## config.mk

```make
export PLATFORM = sky130hd
export DESIGN_NAME = uart_core
export DESIGN_NICKNAME = d
export VERILOG_FILES = /design/src/rtl/uart_pkg.sv /design/src/rtl/uart_rx.sv /design/src/rtl/uart_core.sv
export SDC_FILE = /design/constraint.sdc
export NUM_CORES = 1
export LEC_CHECK = 0
export CORE_UTILIZATION = 45
export DETAILED_ROUTE_END_ITERATION = 8
export PLACE_DENSITY_LB_ADDON = 0.3
export SYNTH_ARGS = -nofsm -noshare
export SYNTH_HDL_FRONTEND = slang
export SYNTH_SLANG_ARGS = --single-unit
```

## constraint.sdc

```tcl
create_clock -name clk -period 4.35 [get_ports clk]
set_clock_uncertainty 0.2 [all_clocks]
set_input_delay 1.305 -clock clk [delete_from_list [all_inputs] [get_ports clk]]
set_output_delay 1.305 -clock clk [all_outputs]
set_load 0.005 [all_outputs]
```

## src/rtl/uart_pkg.sv

```systemverilog
// Shared definitions for uart_core: register map, STATUS/CONTROL bit positions, FSM states.
// Optional parity support is selected with the UART_PARITY_EN macro.
package uart_pkg;

  localparam logic [1:0] REG_DATA   = 2'b00;
  localparam logic [1:0] REG_STATUS = 2'b01;
  localparam logic [1:0] REG_CTRL   = 2'b10;
  localparam logic [1:0] REG_DIV    = 2'b11;

  localparam int ST_TX_BUSY    = 0;
  localparam int ST_RX_VALID   = 1;
  localparam int ST_OVERRUN    = 2;
  localparam int ST_FRAME_ERR  = 3;
  localparam int ST_PARITY_ERR = 4;

  localparam int CTRL_TX_START = 0;
  localparam int CTRL_CLR_ERR  = 1;
  localparam int CTRL_PAR_ODD  = 2;

  typedef enum logic [2:0] {IDLE, START, DATA, PARITY, STOP} state_t;

  // A divisor of zero behaves as one clock per bit.
  function automatic logic [7:0] eff_div(input logic [7:0] d);
    return (d == 8'd0) ? 8'd1 : d;
  endfunction

endpackage

```

## src/rtl/uart_rx.sv

```systemverilog
// Receive path of uart_core: rx synchroniser, start-bit qualification, mid-bit sampling.
// Parity checking is compiled in only when UART_PARITY_EN is defined.
module uart_rx
  import uart_pkg::*;
#(
  parameter int SYNC_STAGES = 2
) (
  input  logic       clk,
  input  logic       reset,
  input  logic       rx,
  input  logic [7:0] div,
`ifdef UART_PARITY_EN
  input  logic       par_odd,
  output logic       par_err,
`endif
  output logic       done,
  output logic [7:0] data,
  output logic       frame_err
);

  logic [SYNC_STAGES-1:0] sync_q;
  logic                   rx_s, rx_prev_q;
  state_t                 state_q, state_d;
  logic [7:0]             cnt_q, sh_q;
  logic [2:0]             idx_q;
  logic                   mid, last;

  assign rx_s = sync_q[SYNC_STAGES-1];
  assign mid  = (cnt_q == (div >> 1));
  assign last = (cnt_q >= div - 8'd1);
  assign data = sh_q;

  // NOTE: sequential state uses <= so every flop samples pre-edge values, independent of statement order.
  always_ff @(posedge clk or negedge reset) begin
    if (!reset) begin
      sync_q    <= '1;
      rx_prev_q <= 1'b1;
      state_q   <= IDLE;
    end else begin
      sync_q    <= {sync_q[SYNC_STAGES-2:0], rx};
      rx_prev_q <= rx_s;
      state_q   <= state_d;
    end
  end

  // NOTE: state_d gets its default first, so no path through the case can infer a latch.
  always_comb begin
    state_d = state_q;
    case (state_q)
      IDLE:   if (rx_prev_q && !rx_s) state_d = START;
      START:  if (mid && rx_s) state_d = IDLE;
              else if (last) state_d = DATA;
`ifdef UART_PARITY_EN
      DATA:   if (last && idx_q == 3'd7) state_d = PARITY;
`else
      DATA:   if (last && idx_q == 3'd7) state_d = STOP;
`endif
      PARITY: if (last) state_d = STOP;
      STOP:   if (mid) state_d = IDLE;
      default: state_d = IDLE;
    endcase
  end

  always_ff @(posedge clk or negedge reset) begin
    if (!reset) begin
      cnt_q     <= '0;
      idx_q     <= '0;
      sh_q      <= '0;
      done      <= 1'b0;
      frame_err <= 1'b0;
`ifdef UART_PARITY_EN
      par_err   <= 1'b0;
`endif
    end else begin
      done <= 1'b0;
      if (state_q == IDLE || last) cnt_q <= '0;
      else                         cnt_q <= cnt_q + 8'd1;
      if (state_q == IDLE) idx_q <= '0;
      if (state_q == DATA) begin
        if (mid)  sh_q  <= {rx_s, sh_q[7:1]};
        if (last) idx_q <= idx_q + 3'd1;
      end
`ifdef UART_PARITY_EN
      if (state_q == PARITY && mid) par_err <= rx_s ^ (^sh_q) ^ par_odd;
`endif
      // Leave at mid-stop so a following start edge is never missed.
      if (state_q == STOP && mid) begin
        done      <= 1'b1;
        frame_err <= !rx_s;
      end
    end
  end

endmodule

```

## src/rtl/uart_core.sv

```systemverilog
// Memory-mapped 8-bit UART: register file, TX serialiser, uart_rx instance.
// Define UART_PARITY_EN to add a parity bit (even, or odd via CONTROL bit2).
module uart_core
  import uart_pkg::*;
#(
  parameter int DEFAULT_DIV = 2,
  parameter int SYNC_STAGES = 2
) (
  input  logic       clk,
  input  logic       reset,
  input  logic       writeEnable,
  input  logic       readEnable,
  input  logic [1:0] regSelect,
  input  logic [7:0] writeData,
  input  logic       rx,
  output logic [7:0] Data,
  output logic       tx
);

  logic       wr_data, wr_ctrl, wr_div, rd_data, tx_start, clr_err;
  logic [7:0] hold_q, div_q, div_eff, rx_buf_q, rx_data;
  logic       rx_valid_q, overrun_q, frame_q, rx_done, rx_frame_err;
  logic       par_odd, parity_err;
  state_t     tx_state_q, tx_state_d;
  logic [7:0] tx_cnt_q, bit_div_q, tx_sh_q;
  logic [2:0] tx_idx_q;
  logic       tx_last;

  assign wr_data  = writeEnable && regSelect == REG_DATA;
  assign wr_ctrl  = writeEnable && regSelect == REG_CTRL;
  assign wr_div   = writeEnable && regSelect == REG_DIV;
  assign rd_data  = readEnable && regSelect == REG_DATA;
  assign tx_start = wr_ctrl && writeData[CTRL_TX_START] && tx_state_q == IDLE;
  assign clr_err  = wr_ctrl && writeData[CTRL_CLR_ERR];
  assign div_eff  = eff_div(div_q);
  assign tx_last  = (tx_cnt_q == bit_div_q - 8'd1);

`ifdef UART_PARITY_EN
  logic par_odd_q, parity_q, rx_par_err, tx_par_q;
  assign par_odd    = par_odd_q;
  assign parity_err = parity_q;
`else
  assign par_odd    = 1'b0;
  assign parity_err = 1'b0;
`endif

  uart_rx #(.SYNC_STAGES(SYNC_STAGES)) u_rx (
    .clk       (clk),
    .reset     (reset),
    .rx        (rx),
    .div       (div_eff),
`ifdef UART_PARITY_EN
    .par_odd   (par_odd),
    .par_err   (rx_par_err),
`endif
    .done      (rx_done),
    .data      (rx_data),
    .frame_err (rx_frame_err)
  );

  always_ff @(posedge clk or negedge reset) begin
    if (!reset) begin
      hold_q     <= '0;
      div_q      <= 8'(DEFAULT_DIV);
      rx_buf_q   <= '0;
      rx_valid_q <= 1'b0;
      overrun_q  <= 1'b0;
      frame_q    <= 1'b0;
`ifdef UART_PARITY_EN
      par_odd_q  <= 1'b0;
      parity_q   <= 1'b0;
`endif
    end else begin
      if (wr_data) hold_q <= writeData;
      if (wr_div)  div_q  <= writeData;
      if (rx_done) rx_buf_q <= rx_data;
      // A completing byte outranks a same-cycle read of the buffer.
      if (rx_done)      rx_valid_q <= 1'b1;
      else if (rd_data) rx_valid_q <= 1'b0;
      if (rx_done && rx_valid_q)   overrun_q <= 1'b1;
      else if (clr_err)            overrun_q <= 1'b0;
      if (rx_done && rx_frame_err) frame_q   <= 1'b1;
      else if (clr_err)            frame_q   <= 1'b0;
`ifdef UART_PARITY_EN
      if (wr_ctrl) par_odd_q <= writeData[CTRL_PAR_ODD];
      if (rx_done && rx_par_err)   parity_q  <= 1'b1;
      else if (clr_err)            parity_q  <= 1'b0;
`endif
    end
  end

  always_ff @(posedge clk or negedge reset) begin
    if (!reset) tx_state_q <= IDLE;
    else        tx_state_q <= tx_state_d;
  end

  always_comb begin
    tx_state_d = tx_state_q;
    case (tx_state_q)
      IDLE:   if (tx_start) tx_state_d = START;
      START:  if (tx_last) tx_state_d = DATA;
`ifdef UART_PARITY_EN
      DATA:   if (tx_last && tx_idx_q == 3'd7) tx_state_d = PARITY;
`else
      DATA:   if (tx_last && tx_idx_q == 3'd7) tx_state_d = STOP;
`endif
      PARITY: if (tx_last) tx_state_d = STOP;
      STOP:   if (tx_last) tx_state_d = IDLE;
      default: tx_state_d = IDLE;
    endcase
  end

  // tx is registered with the value of the bit that starts at this edge; the
  // per-bit length is re-latched at each boundary so DIV writes apply to the next bit.
  always_ff @(posedge clk or negedge reset) begin
    if (!reset) begin
      tx        <= 1'b1;
      tx_cnt_q  <= '0;
      bit_div_q <= '0;
      tx_sh_q   <= '0;
      tx_idx_q  <= '0;
`ifdef UART_PARITY_EN
      tx_par_q  <= 1'b0;
`endif
    end else if (tx_state_q == IDLE) begin
      tx_cnt_q <= '0;
      tx_idx_q <= '0;
      if (tx_start) begin
        tx        <= 1'b0;
        tx_sh_q   <= hold_q;
        bit_div_q <= div_eff;
`ifdef UART_PARITY_EN
        tx_par_q  <= (^hold_q) ^ par_odd;
`endif
      end
    end else if (tx_last) begin
      tx_cnt_q  <= '0;
      bit_div_q <= div_eff;
      case (tx_state_q)
        START: tx <= tx_sh_q[0];
        DATA: begin
          tx_sh_q  <= tx_sh_q >> 1;
          tx_idx_q <= tx_idx_q + 3'd1;
`ifdef UART_PARITY_EN
          tx       <= (tx_idx_q == 3'd7) ? tx_par_q : tx_sh_q[1];
`else
          tx       <= (tx_idx_q == 3'd7) ? 1'b1 : tx_sh_q[1];
`endif
        end
        default: tx <= 1'b1;
      endcase
    end else begin
      tx_cnt_q <= tx_cnt_q + 8'd1;
    end
  end

  always_comb begin
    Data = 8'h00;
    case (regSelect)
      REG_DATA: Data = rx_buf_q;
      REG_STATUS: begin
        Data[ST_TX_BUSY]    = (tx_state_q != IDLE);
        Data[ST_RX_VALID]   = rx_valid_q;
        Data[ST_OVERRUN]    = overrun_q;
        Data[ST_FRAME_ERR]  = frame_q;
        Data[ST_PARITY_ERR] = parity_err;
      end
      REG_CTRL: Data[CTRL_PAR_ODD] = par_odd;
      default:  Data = div_q;
    endcase
  end

endmodule

```

After elaboration in Yosys (flattened, before gate mapping)

Index checks and enable logic that the tools add are counted.
W data, S select, Z words.

Register bits: 85
Input port bits: 15
Output and inout port bits: 9

Add/subtract/negate cells: 6
Magnitude comparators: 1
Equality and inequality tests: 25
Muxes and demuxes: 45
Reductions and logical operators: 33

Operators by type and width:

| operator              | count |
|---|---|
| $mux W8               | 11 |
| $mux W3               | 17 |
| $pmux W3 S5           | 2 |
| $add A8 B1 Y8 const B | 2 |
| $sub A8 B1 Y8 const B | 2 |
| $logic_and A1 B1 Y1   | 14 |
| $eq A3 B2 Y1 const B  | 4 |
| $eq A3 B3 Y1 const B  | 4 |
| $pmux W2 S3           | 2 |
| $mux W1               | 10 |
| $ne A2 B2 Y1 const B  | 5 |
| $reduce_and A5 Y1     | 2 |
| $reduce_bool A2 Y1    | 5 |
| $eq A8 B7 Y1          | 1 |
| $eq A8 B8 Y1          | 1 |
| $ge A8 B8 Y1          | 1 |
| $logic_not A8 Y1      | 1 |
| $ne A2 B1 Y1 const B  | 4 |
| $add A3 B1 Y3 const B | 2 |
| $eq A3 B1 Y1 const B  | 2 |
| $logic_not A3 Y1      | 2 |
| $pmux W3 S2           | 1 |
| $reduce_and A2 Y1     | 3 |
| $eq A2 B2 Y1 const B  | 2 |
| 10 further kinds      | 10 |

Logic depth before layout (Yosys ltp)

Gate-level depths: netlist (run 1).

Depth after elaboration: 7
Gate-level depth with buffers: 15

Cells and area by module

Synthesis (run 1) repeated with hierarchy kept, for this count alone.

Cells, all modules: 396
Area total of the unflattened synthesis: 4465.5 µm²

By module, submodules not included:

| module    | times used | cells each | area each (µm²) | seq. area each (µm²) |
|---|---|---|---|---|
| uart_core | 1          | 258        | 2970.3          | 1453.9 |
| uart_rx   | 1          | 138        | 1495.2          | 679.4 |

Least setup slack after synthesis (run 1)

OpenSTA, ideal clock, no wires.

Path type: input to output
Start point: input port regSelect[0]
End point: output port Data[4]
Arrival: 2.156 ns
Data required time: 2.845 ns
Slack: 0.689 ns
Cell stages on the path: 4
Buffers on the path: 2
Cells stage by stage: clkbuf_1 -> and2_1 -> clkbuf_1 -> a22o_1

Word-level cells in the longest chain between the ends: 2

RTL lines:

| item                                 | RTL line         | source |
|---|---|---|
| from (decl)                          | uart_core.sv:13  | `input logic [1:0] regSelect,` |
| $eq A2 B2 Y1 (tied with other cells) | uart_core.sv:159 | `case (regSelect)` |
| $pmux W2 S3 (*)                      | uart_core.sv:159 |  |
| to (decl)                            | uart_core.sv:16  | `output logic [7:0] Data,` |

Every way passes the cells marked *; elsewhere a longest branch is shown, timed or not.

Final worst setup path (run 1)

Start point: input port regSelect[1]
End point: output port Data[1]

Same word-level chain as after synthesis.

==> Flow_metrics.wiki, run 1 <==
{| class="wikitable"
! Metric !! Value
|-
| Largest net degree at the start of global routing || 86
|-
| Number of hold buffers added after cts || 0
|-
| Total of warnings raised by yosys || 0
|-
| Vias per inst || 5.42
|-
| First-pass GRT wire length || between 10 and 15 mm
|-
| Area share of the largest cell type after synthesis || 44.9%
|-
| Origin of the worst min-delay path || u_rx.sync_q[0]$_DFF_PN1_
|-
| Maximum fanout along the worst path || 9
|-
| Antenna-violating nets left || 0
|-
| Critical R2R Launch || div_q[1]$_DFFE_PN1P_
|-
| R2R Path End || u_rx.cnt_q[2]$_DFF_PN0_
|-
| Average wire per cell in the routed design || 15.5 µm
|-
| Peak ir drop on the vdd network || around 0.00029 V
|-
| GR Layer Usage met2 || 28.3%
|-
| Top Usage Layer GRT || met2
|-
| Hold WS || 0.159 ns
|-
| Number of setup buffers added after CTS || 0
|-
| Number of antenna violations at the first check in global routing || 0
|-
| Rel. slew slack || 30.3%
|-
| Area contributors post-synth || sky130_fd_sc_hd__dfrtp_1, sky130_fd_sc_hd__mux2_2, sky130_fd_sc_hd__mux2_4
|-
| Top cells by instance count after synthesis || sky130_fd_sc_hd__dfrtp_1, sky130_fd_sc_hd__mux2_2, sky130_fd_sc_hd__nor2_1
|-
| Final global-route overflow total || 0
|-
| WP data arrival || 2.70 ns
|-
| Insertion delay of the later-clocked pin in the worst-skew pair || 0.36 ns
|-
| Cell with the most instances after synthesis || sky130_fd_sc_hd__dfrtp_1
|-
| Flops & latches, synth || 85
|-
| Biggest cell delay along the critical path || 0.53 ns
|-
| Met1 demand-to-capacity share in global routing || 25.1%
|-
| Cells after synthesis || approximately 400
|-
| Critical path, cell by cell || clkdlybuf4s50_1 > and2_4 > nand2_1 > o21ai_0 > clkdlybuf4s50_1
|-
| Type of the setup path with the least slack || input port to output port
|-
| Signed area change from the synthesized netlist to the final layout || 12.9%
|-
| Most frequent CP cell || sky130_fd_sc_hd__clkdlybuf4s50_1
|-
| Post-synthesis sequential area ratio || between 40% and 50%
|-
| Total placed cells including tap cells || 531
|-
| N_diodes || 0
|-
| Level count of the clock H-tree || 3
|-
| Switching power as a share of total power || between 30 and 40%
|-
| Power per cell area || 525 nW/µm²
|-
| Flop2flop setup slack || around 0.55 ns
|-
| Area of the mapped netlist || between 4000 and 5000 µm²
|-
| Final number of max-transition violations || 0
|-
| Internal cell power || 1.70 mW
|-
| Port-buffer cells || 23
|-
| Detailed-route via count || between 2000 and 3000
|-
| Via count of the first global-routing pass || 2902
|-
| Final count of hold timing violations || 0
|-
| Mean cell area of the mapped netlist || 11.5 µm²
|-
| Most area-hungry cell type in the Yosys netlist || sky130_fd_sc_hd__dfrtp_1
|-
| Post-cts sizing count || 2
|-
| Crit end category || output port
|-
| Drt drc || 0
|-
| Number of cells on the worst reg-to-reg path || 14
|-
| Floorplan core area || 9420 µm²
|-
| Final setup viols || 0
|-
| Type of element launching the critical path || input port
|-
| Vert. Die Dim || 102 µm
|-
| CTS buffer count || 9
|-
| Transition time at the pin with the least slew margin || between 1 and 1.5 ns
|-
| Share of power burned in combinational logic || 35.1%
|-
| TritonCTS clock tree || built
|-
| # IOs || 24
|-
| RSZ-0062 raised after global routing || no
|-
| Worst hold path depth || 0
|-
| Clock transition at path regs || 0.09 ns
|-
| Gp weighted congestion || 0.814
|-
| Clock Sink Count || 85
|-
| Number of flops mapped to enable cells by yosys || 0
|-
| Distinct cells, synth || 58
|-
| Initial Util || 47.3%
|-
| Max-cap check violation count || 0
|-
| Hold Path Class || register to register
|-
| Share of post-route cells with drive strength above 1 || 23.7%
|-
| Number of DRC violations after detailed-routing iteration 0 || 108
|-
| Library cell contributing the largest single delay on the critical path || sky130_fd_sc_hd__clkdlybuf4s50_1
|-
| Dominant register cell in the synthesized netlist || sky130_fd_sc_hd__dfrtp_1
|-
| Die ar. || 10300 µm²
|-
| Proportion of synthesized flip-flops having asynchronous set or reset || 100%
|-
| Final worst path period need || roughly 4.2 ns
|-
| Clock Root Buffer || sky130_fd_sc_hd__clkbuf_8
|-
| Nets in the synthesized netlist || 420
|-
| Worst endpoint required time || 2.84 ns
|-
| Die Span X || 102 µm
|-
| Switching Power || 0.944 mW
|-
| Total Nets Final || 444
|-
| Run status || completed
|-
| First-pass detailed-route iteration total || 4
|-
| Peak Freq || 238 MHz
|-
| Sequential fraction of design power || between 40% and 50%
|-
| Fin util || a little over half
|-
| Share of the clock period used by the worst path || 96.6%
|-
| Hold endpoint || u_rx.sync_q[1]$_DFF_PN1_
|-
| HPWL after detailed placement || between 6 and 7 mm
|-
| Clk pwr share || 20.6%
|-
| Row count || 35
|-
| Worst-case clock buffer depth || 2
|-
| Global-route usage over all layers || 18.0%
|-
| Routed WL || 8.50 mm
|-
| Grt met3 use || ~2.8%
|-
| Total leakage power || roughly 2.3 nW
|-
| Final std cells w/o fill || 547
|-
| Final-layout setup total negative slack || 0 ns
|}
==> layout by cell type, fill, tap and decap left out, types with 3 or more instances in the layout <==
master,instances
sky130_fd_sc_hd__nand3_1,16
sky130_fd_sc_hd__dfstp_2,5
sky130_fd_sc_hd__mux2i_1,5
sky130_fd_sc_hd__inv_1,12
sky130_fd_sc_hd__and3_1,5
sky130_fd_sc_hd__o21ai_0,18
sky130_fd_sc_hd__a31o_2,3
sky130_fd_sc_hd__nand2b_1,5
sky130_fd_sc_hd__a21oi_1,6
sky130_fd_sc_hd__clkdlybuf4s50_1,21
sky130_fd_sc_hd__a22o_1,7
sky130_fd_sc_hd__xnor2_1,18
sky130_fd_sc_hd__clkbuf_8,11
sky130_fd_sc_hd__dfrtp_1,80
sky130_fd_sc_hd__o211ai_1,3
sky130_fd_sc_hd__a21o_1,4
sky130_fd_sc_hd__nand2_1,21
sky130_fd_sc_hd__mux2_2,38
sky130_fd_sc_hd__ha_1,16
sky130_fd_sc_hd__nor3_1,7
sky130_fd_sc_hd__buf_4,9
sky130_fd_sc_hd__xor2_1,14
sky130_fd_sc_hd__mux2_4,14
sky130_fd_sc_hd__nor2_1,31
==> logic make-up after synthesis <==
group           synth area share [%]
flops                           47.9
simple gates                    12.2
mux                             15.4
fa+ha+maj                       4.49
buf+inv                         2.70
xor+xnor                        6.29
compound gates                  11.0
==> critical path, delay by kind of cell <==
family | cells | cell delay (ns)
AOI/OAI and AO/OA | 1 | 0.09
buffers and inverters | 2 | 1.03
and+or+nand+nor | 2 | 0.27
==> metrics by stage <==
| stage | power (mW) | area [µm²] | setup slack [ns] |
|---|---|---|---|
| 2_1_floorplan | 1.87 | 4460 | 0.689 |
| 3_3_place_gp | 2.07 | 4830 | -0.0693 |
| 3_5_place_dp | 2.12 | 4830 | -0.103 |
| 4_1_cts | 2.66 | 5030 | 0.00691 |
| 5_1_grt | 2.81 | 5030 | 0.0668 |
| 6_report | 2.64 | 5030 | 0.150 |
==> per-layer routing <==
| layer | vias to the layer above | wire length [µm] |
|---|---|---|
| met2 | 51 | 3950 |
| met3 | 16 | 253 |
| li1 | 1430 | - |
| met4 | 0 | 164 |
| met5 | - | 0 |
| met1 | 1468 | 4120 |
==> power groups by stage <==
| stage | combinational [mW] | sequential [mW] | clock (mW) |
|---|---|---|---|
| 2_1_floorplan | 0.785 | 1.09 | 0 |
| 5_1_grt | 1.03 | 1.20 | 0.584 |
| 3_5_place_dp | 0.933 | 1.18 | 0 |
| 6_report | 0.927 | 1.17 | 0.542 |
| 3_3_place_gp | 0.898 | 1.17 | 0 |
| 4_1_cts | 0.940 | 1.17 | 0.554 |
==> sequential cells by signal, summed over array words and instances (netlist names) <==
| signal | cells |
|---|---|
| tx_idx_q | 3 |
| tx | 1 |
| bit_div_q | 8 |
| u_rx.done | 1 |
| u_rx.idx_q | 3 |
| frame_q | 1 |
| u_rx.sync_q | 2 |
| tx_sh_q | 8 |
| u_rx.state_q | 3 |
| div_q | 8 |
| tx_state_q | 3 |
| u_rx.cnt_q | 8 |
| hold_q | 8 |
| u_rx.data | 8 |
| tx_cnt_q | 8 |
| u_rx.rx_prev_q | 1 |
| rx_valid_q | 1 |
| rx_buf_q | 8 |
| u_rx.frame_err | 1 |
| overrun_q | 1 |
==> layout make-up <==
type,count,area (µm²)
Clock buffer,11,151
Clock inverter,5,42.5
Fill cell,816,4390
Inverter,12,45.0
Multi-Input combinational cell,274,2200
Sequential cell,85,2130
Tap cell,129,161
Timing Repair Buffer,31,290
==> how the worst max path moves through the flow <==
stage	startpoint	endpoint	slack (ns)	cells past startpoint
after detailed placement	regSelect[0]	Data[6]	-0.10	4
final	regSelect[1]	Data[1]	0.15	5
after global placement	regSelect[0]	Data[4]	-0.07	4
after floorplan	regSelect[0]	Data[4]	0.69	4
after CTS	regSelect[0]	Data[1]	0.007	5
after global routing	regSelect[1]	Data[2]	0.07	5
No activity file was read; power rests on OpenSTA's default activity.
==> inputs of run 2 (changes only) <==
--- a/config.mk
+++ b/config.mk
@@ -5,6 +5,8 @@
 export SDC_FILE = /design/constraint.sdc
 export NUM_CORES = 1
 export LEC_CHECK = 0
+export CAP_MARGIN = 20
+export CORE_MARGIN = 1
 export CORE_UTILIZATION = 45
 export DETAILED_ROUTE_END_ITERATION = 8
 export PLACE_DENSITY_LB_ADDON = 0.3
==> run 2 against run 1 <==
- power up 0.16%
- non-clock buffer count up 1
- clock-buffer cell count unchanged
- first-iteration DRC count down 12%
- final area up 0.55%
- global-route usage unchanged
- worst hold slack better by 0.0031 ns
- sequential share of layout area down 0.23 points
- wire length up 1.4%
- flip-flop and latch count unchanged
- setup slack worse by 0.00066 ns
- final cell count up 0.18%
- critical path type unchanged
- critical endpoint unchanged
- largest power group unchanged
- highest routed layer unchanged
==> Flow_metrics.wiki, run 2 (synthesized netlist as in run 1, its figures left out) <==
{| class="wikitable"
! Metric !! Value
|-
| Run status || completed
|-
| Switching Power || between 0.9 and 1 mW
|-
| Fin util || 53.7%
|-
| Number of setup buffers added after CTS || 0
|-
| Detailed-route via count || slightly below 3000
|-
| Final count of hold timing violations || 0
|-
| Category of cells accounting for the largest share of critical-path delay || buffers and inverters
|-
| Clk pwr share || 20.5%
|-
| RSZ-0062 raised after global routing || no
|-
| HPWL after detailed placement || 6.05 mm
|-
| Most frequent CP cell || sky130_fd_sc_hd__clkdlybuf4s50_1
|-
| Row count || 35
|-
| Share of the clock period used by the worst path || slightly below 100%
|-
| Min setup slack post-route || between 0.1 and 0.15 ns
|-
| Total leakage power || 2.28 nW
|-
| Final std cells w/o fill || 548
|-
| Hold Path Class || register to register
|-
| Library cell contributing the largest single delay on the critical path || sky130_fd_sc_hd__clkdlybuf4s50_1
|-
| Count of buffer and inverter cells on the critical path || 2
|-
| Level count of the clock H-tree || 3
|-
| Final global-route overflow total || 0
|-
| Dpl ws || -0.103 ns
|-
| Floorplan core area || 9420 µm²
|-
| Rel. slew slack || between 30% and 40%
|-
| First-pass detailed-route iteration total || 4
|-
| Insertion delay of the later-clocked pin in the worst-skew pair || 0.36 ns
|-
| Drt drc || 0
|-
| Critical path, cell by cell || clkdlybuf4s50_1 > and2_4 > nand2_1 > o21ai_0 > clkdlybuf4s50_1
|-
| Final number of max-transition violations || 0
|-
| Peak Freq || between 200 and 250 MHz
|-
| Final worst path period need || 4.20 ns
|-
| Total Nets Final || 445
|-
| Number of DRC violations after detailed-routing iteration 0 || 95
|-
| Type of the setup path with the least slack || input port to output port
|-
| Biggest cell delay along the critical path || 0.53 ns
|-
| Routed wl met2 || 4.05 mm
|-
| Switching power as a share of total power || 35.8%
|-
| Maximum fanout along the worst path || 9
|-
| N_diodes || 0
|-
| Total placed cells including tap cells || 531
|-
| Share of power burned in combinational logic || 35.2%
|-
| Internal cell power || between 1.5 and 2 mW
|-
| Clock Sink Count || 85
|-
| Port-buffer cells || 23
|-
| Uppermost layer routed || met4
|-
| Critical R2R Launch || div_q[1]$_DFFE_PN1P_
|-
| Most common cell after layout, fill and taps aside || sky130_fd_sc_hd__dfrtp_1
|-
| Transition time at the pin with the least slew margin || 0.961 ns
|-
| Largest net degree at the start of global routing || 86
|-
| Average wire per cell in the routed design || 15.7 µm
|-
| Post-layout total power || 2.64 mW
|-
| Clock transition at path regs || 0.09 ns
|-
| Crit end category || output port
|-
| Peak ir drop on the vdd network || 0.000287 V
|-
| Worst setup path startpoint || regSelect[1]
|-
| Most used cells in the layout excluding fill and tap cells || sky130_fd_sc_hd__dfrtp_1, sky130_fd_sc_hd__mux2_2, sky130_fd_sc_hd__nor2_1
|-
| Vert. Die Dim || 102 µm
|-
| Worst-case clock buffer depth || 2
|-
| Post-route met1 wirelength || 4.16 mm
|-
| Sequential fraction of design power || approximately 44%
|-
| Die ar. || 10300 µm²
|-
| Gp weighted congestion || ~0.81
|-
| # IOs || 24
|-
| Die Span X || 102 µm
|-
| Origin of the worst min-delay path || u_rx.sync_q[0]$_DFF_PN1_
|-
| Max-cap check violation count || 0
|-
| Flop2flop setup slack || roughly 0.55 ns
|-
| TritonCTS clock tree || built
|-
| CTS buffer count || 9
|-
| Clock Root Buffer || sky130_fd_sc_hd__clkbuf_8
|-
| Signed area change from the synthesized netlist to the final layout || 13.5%
|-
| Global-route usage over all layers || 18.0%
|-
| Vias per inst || 5.42
|-
| Power per cell area || around 520 nW/µm²
|-
| Via count of the first global-routing pass || roughly 2900
|-
| Initial Util || 47.3%
|-
| WP data arrival || 2.70 ns
|-
| Share of post-route cells with drive strength above 1 || 23.9%
|-
| Final setup viols || 0
|-
| Routed wire length on met3 || around 240 µm
|-
| First-pass GRT wire length || around 14 mm
|-
| Routed WL || around 8.6 mm
|-
| Type of element launching the critical path || input port
|-
| Number of antenna violations at the first check in global routing || 0
|-
| Worst endpoint required time || 2.84 ns
|-
| Antenna-violating nets left || 0
|}
## run 2: changes by cell type in the layout (fill, tap and decap cells not counted)
| cell | before | now |
|---|---|---|
| sky130_fd_sc_hd__buf_16 | 0 | 1 |
## run 2: worst paths after layout
| kind | cells after the start | to |
|---|---|---|
| worst min-delay path | 0 | u_rx.sync_q[1]$_DFF_PN1_ |
| worst max register to register | 14 | u_rx.cnt_q[2]$_DFF_PN0_ |
| worst min register to register | 0 | u_rx.sync_q[1]$_DFF_PN1_ |
| min in group asynchronous | 1 | u_rx.data[4]$_DFFE_PN0P_ |
| max in group asynchronous | 2 | tx$_DFFE_PN1P_ |
| worst max-delay path | 5 | Data[1] |
## run 2: repair_timing
action,in CTS,in global routing
hold buffers,0,0
pin swaps,0,0
setup endpoints to repair,8,4
gates resized for setup,2,1
## run 2: metal layers
layer | vias to the layer above | GRT usage (%)
met5 | - | 0
met4 | 0 | 7.36
met3 | 16 | 2.76
met2 | 49 | 28.3
met1 | 1470 | 25.1
li1 | 1435 | -
## run 2: power by group through the flow
stage / sequential (mW) / clock [mW] / combinational [mW]
CTS: 1.17 / 0.554 / 0.940
detailed placement: 1.18 / 0 / 0.933
global placement: 1.17 / 0 / 0.898
finish: 1.17 / 0.543 / 0.930
global route: 1.20 / 0.584 / 1.03
floorplan: 1.09 / 0 / 0.785
## run 2: layout make-up
| cell class | count | area [µm²] |
|---|---|---|
| Timing Repair Buffer | 32 | 318 |
| Inverter | 12 | 45.0 |
| Multi-Input combinational cell | 274 | 2200 |
| Clock inverter | 5 | 42.5 |
| Clock buffer | 11 | 151 |
| Tap cell | 129 | 161 |
| Sequential cell | 85 | 2130 |
| Fill cell | 809 | 4360 |
## run 2: per-stage QoR
stage          TNS [ns]  hold slack [ns]  area, µm²
6_report              0            0.162       5060
5_1_grt               0            0.163       5060
4_1_cts               0            0.160       5030
3_5_place_dp     -0.767            0.150       4830
3_3_place_gp     -0.504            0.149       4830
2_1_floorplan         0            0.145       4460
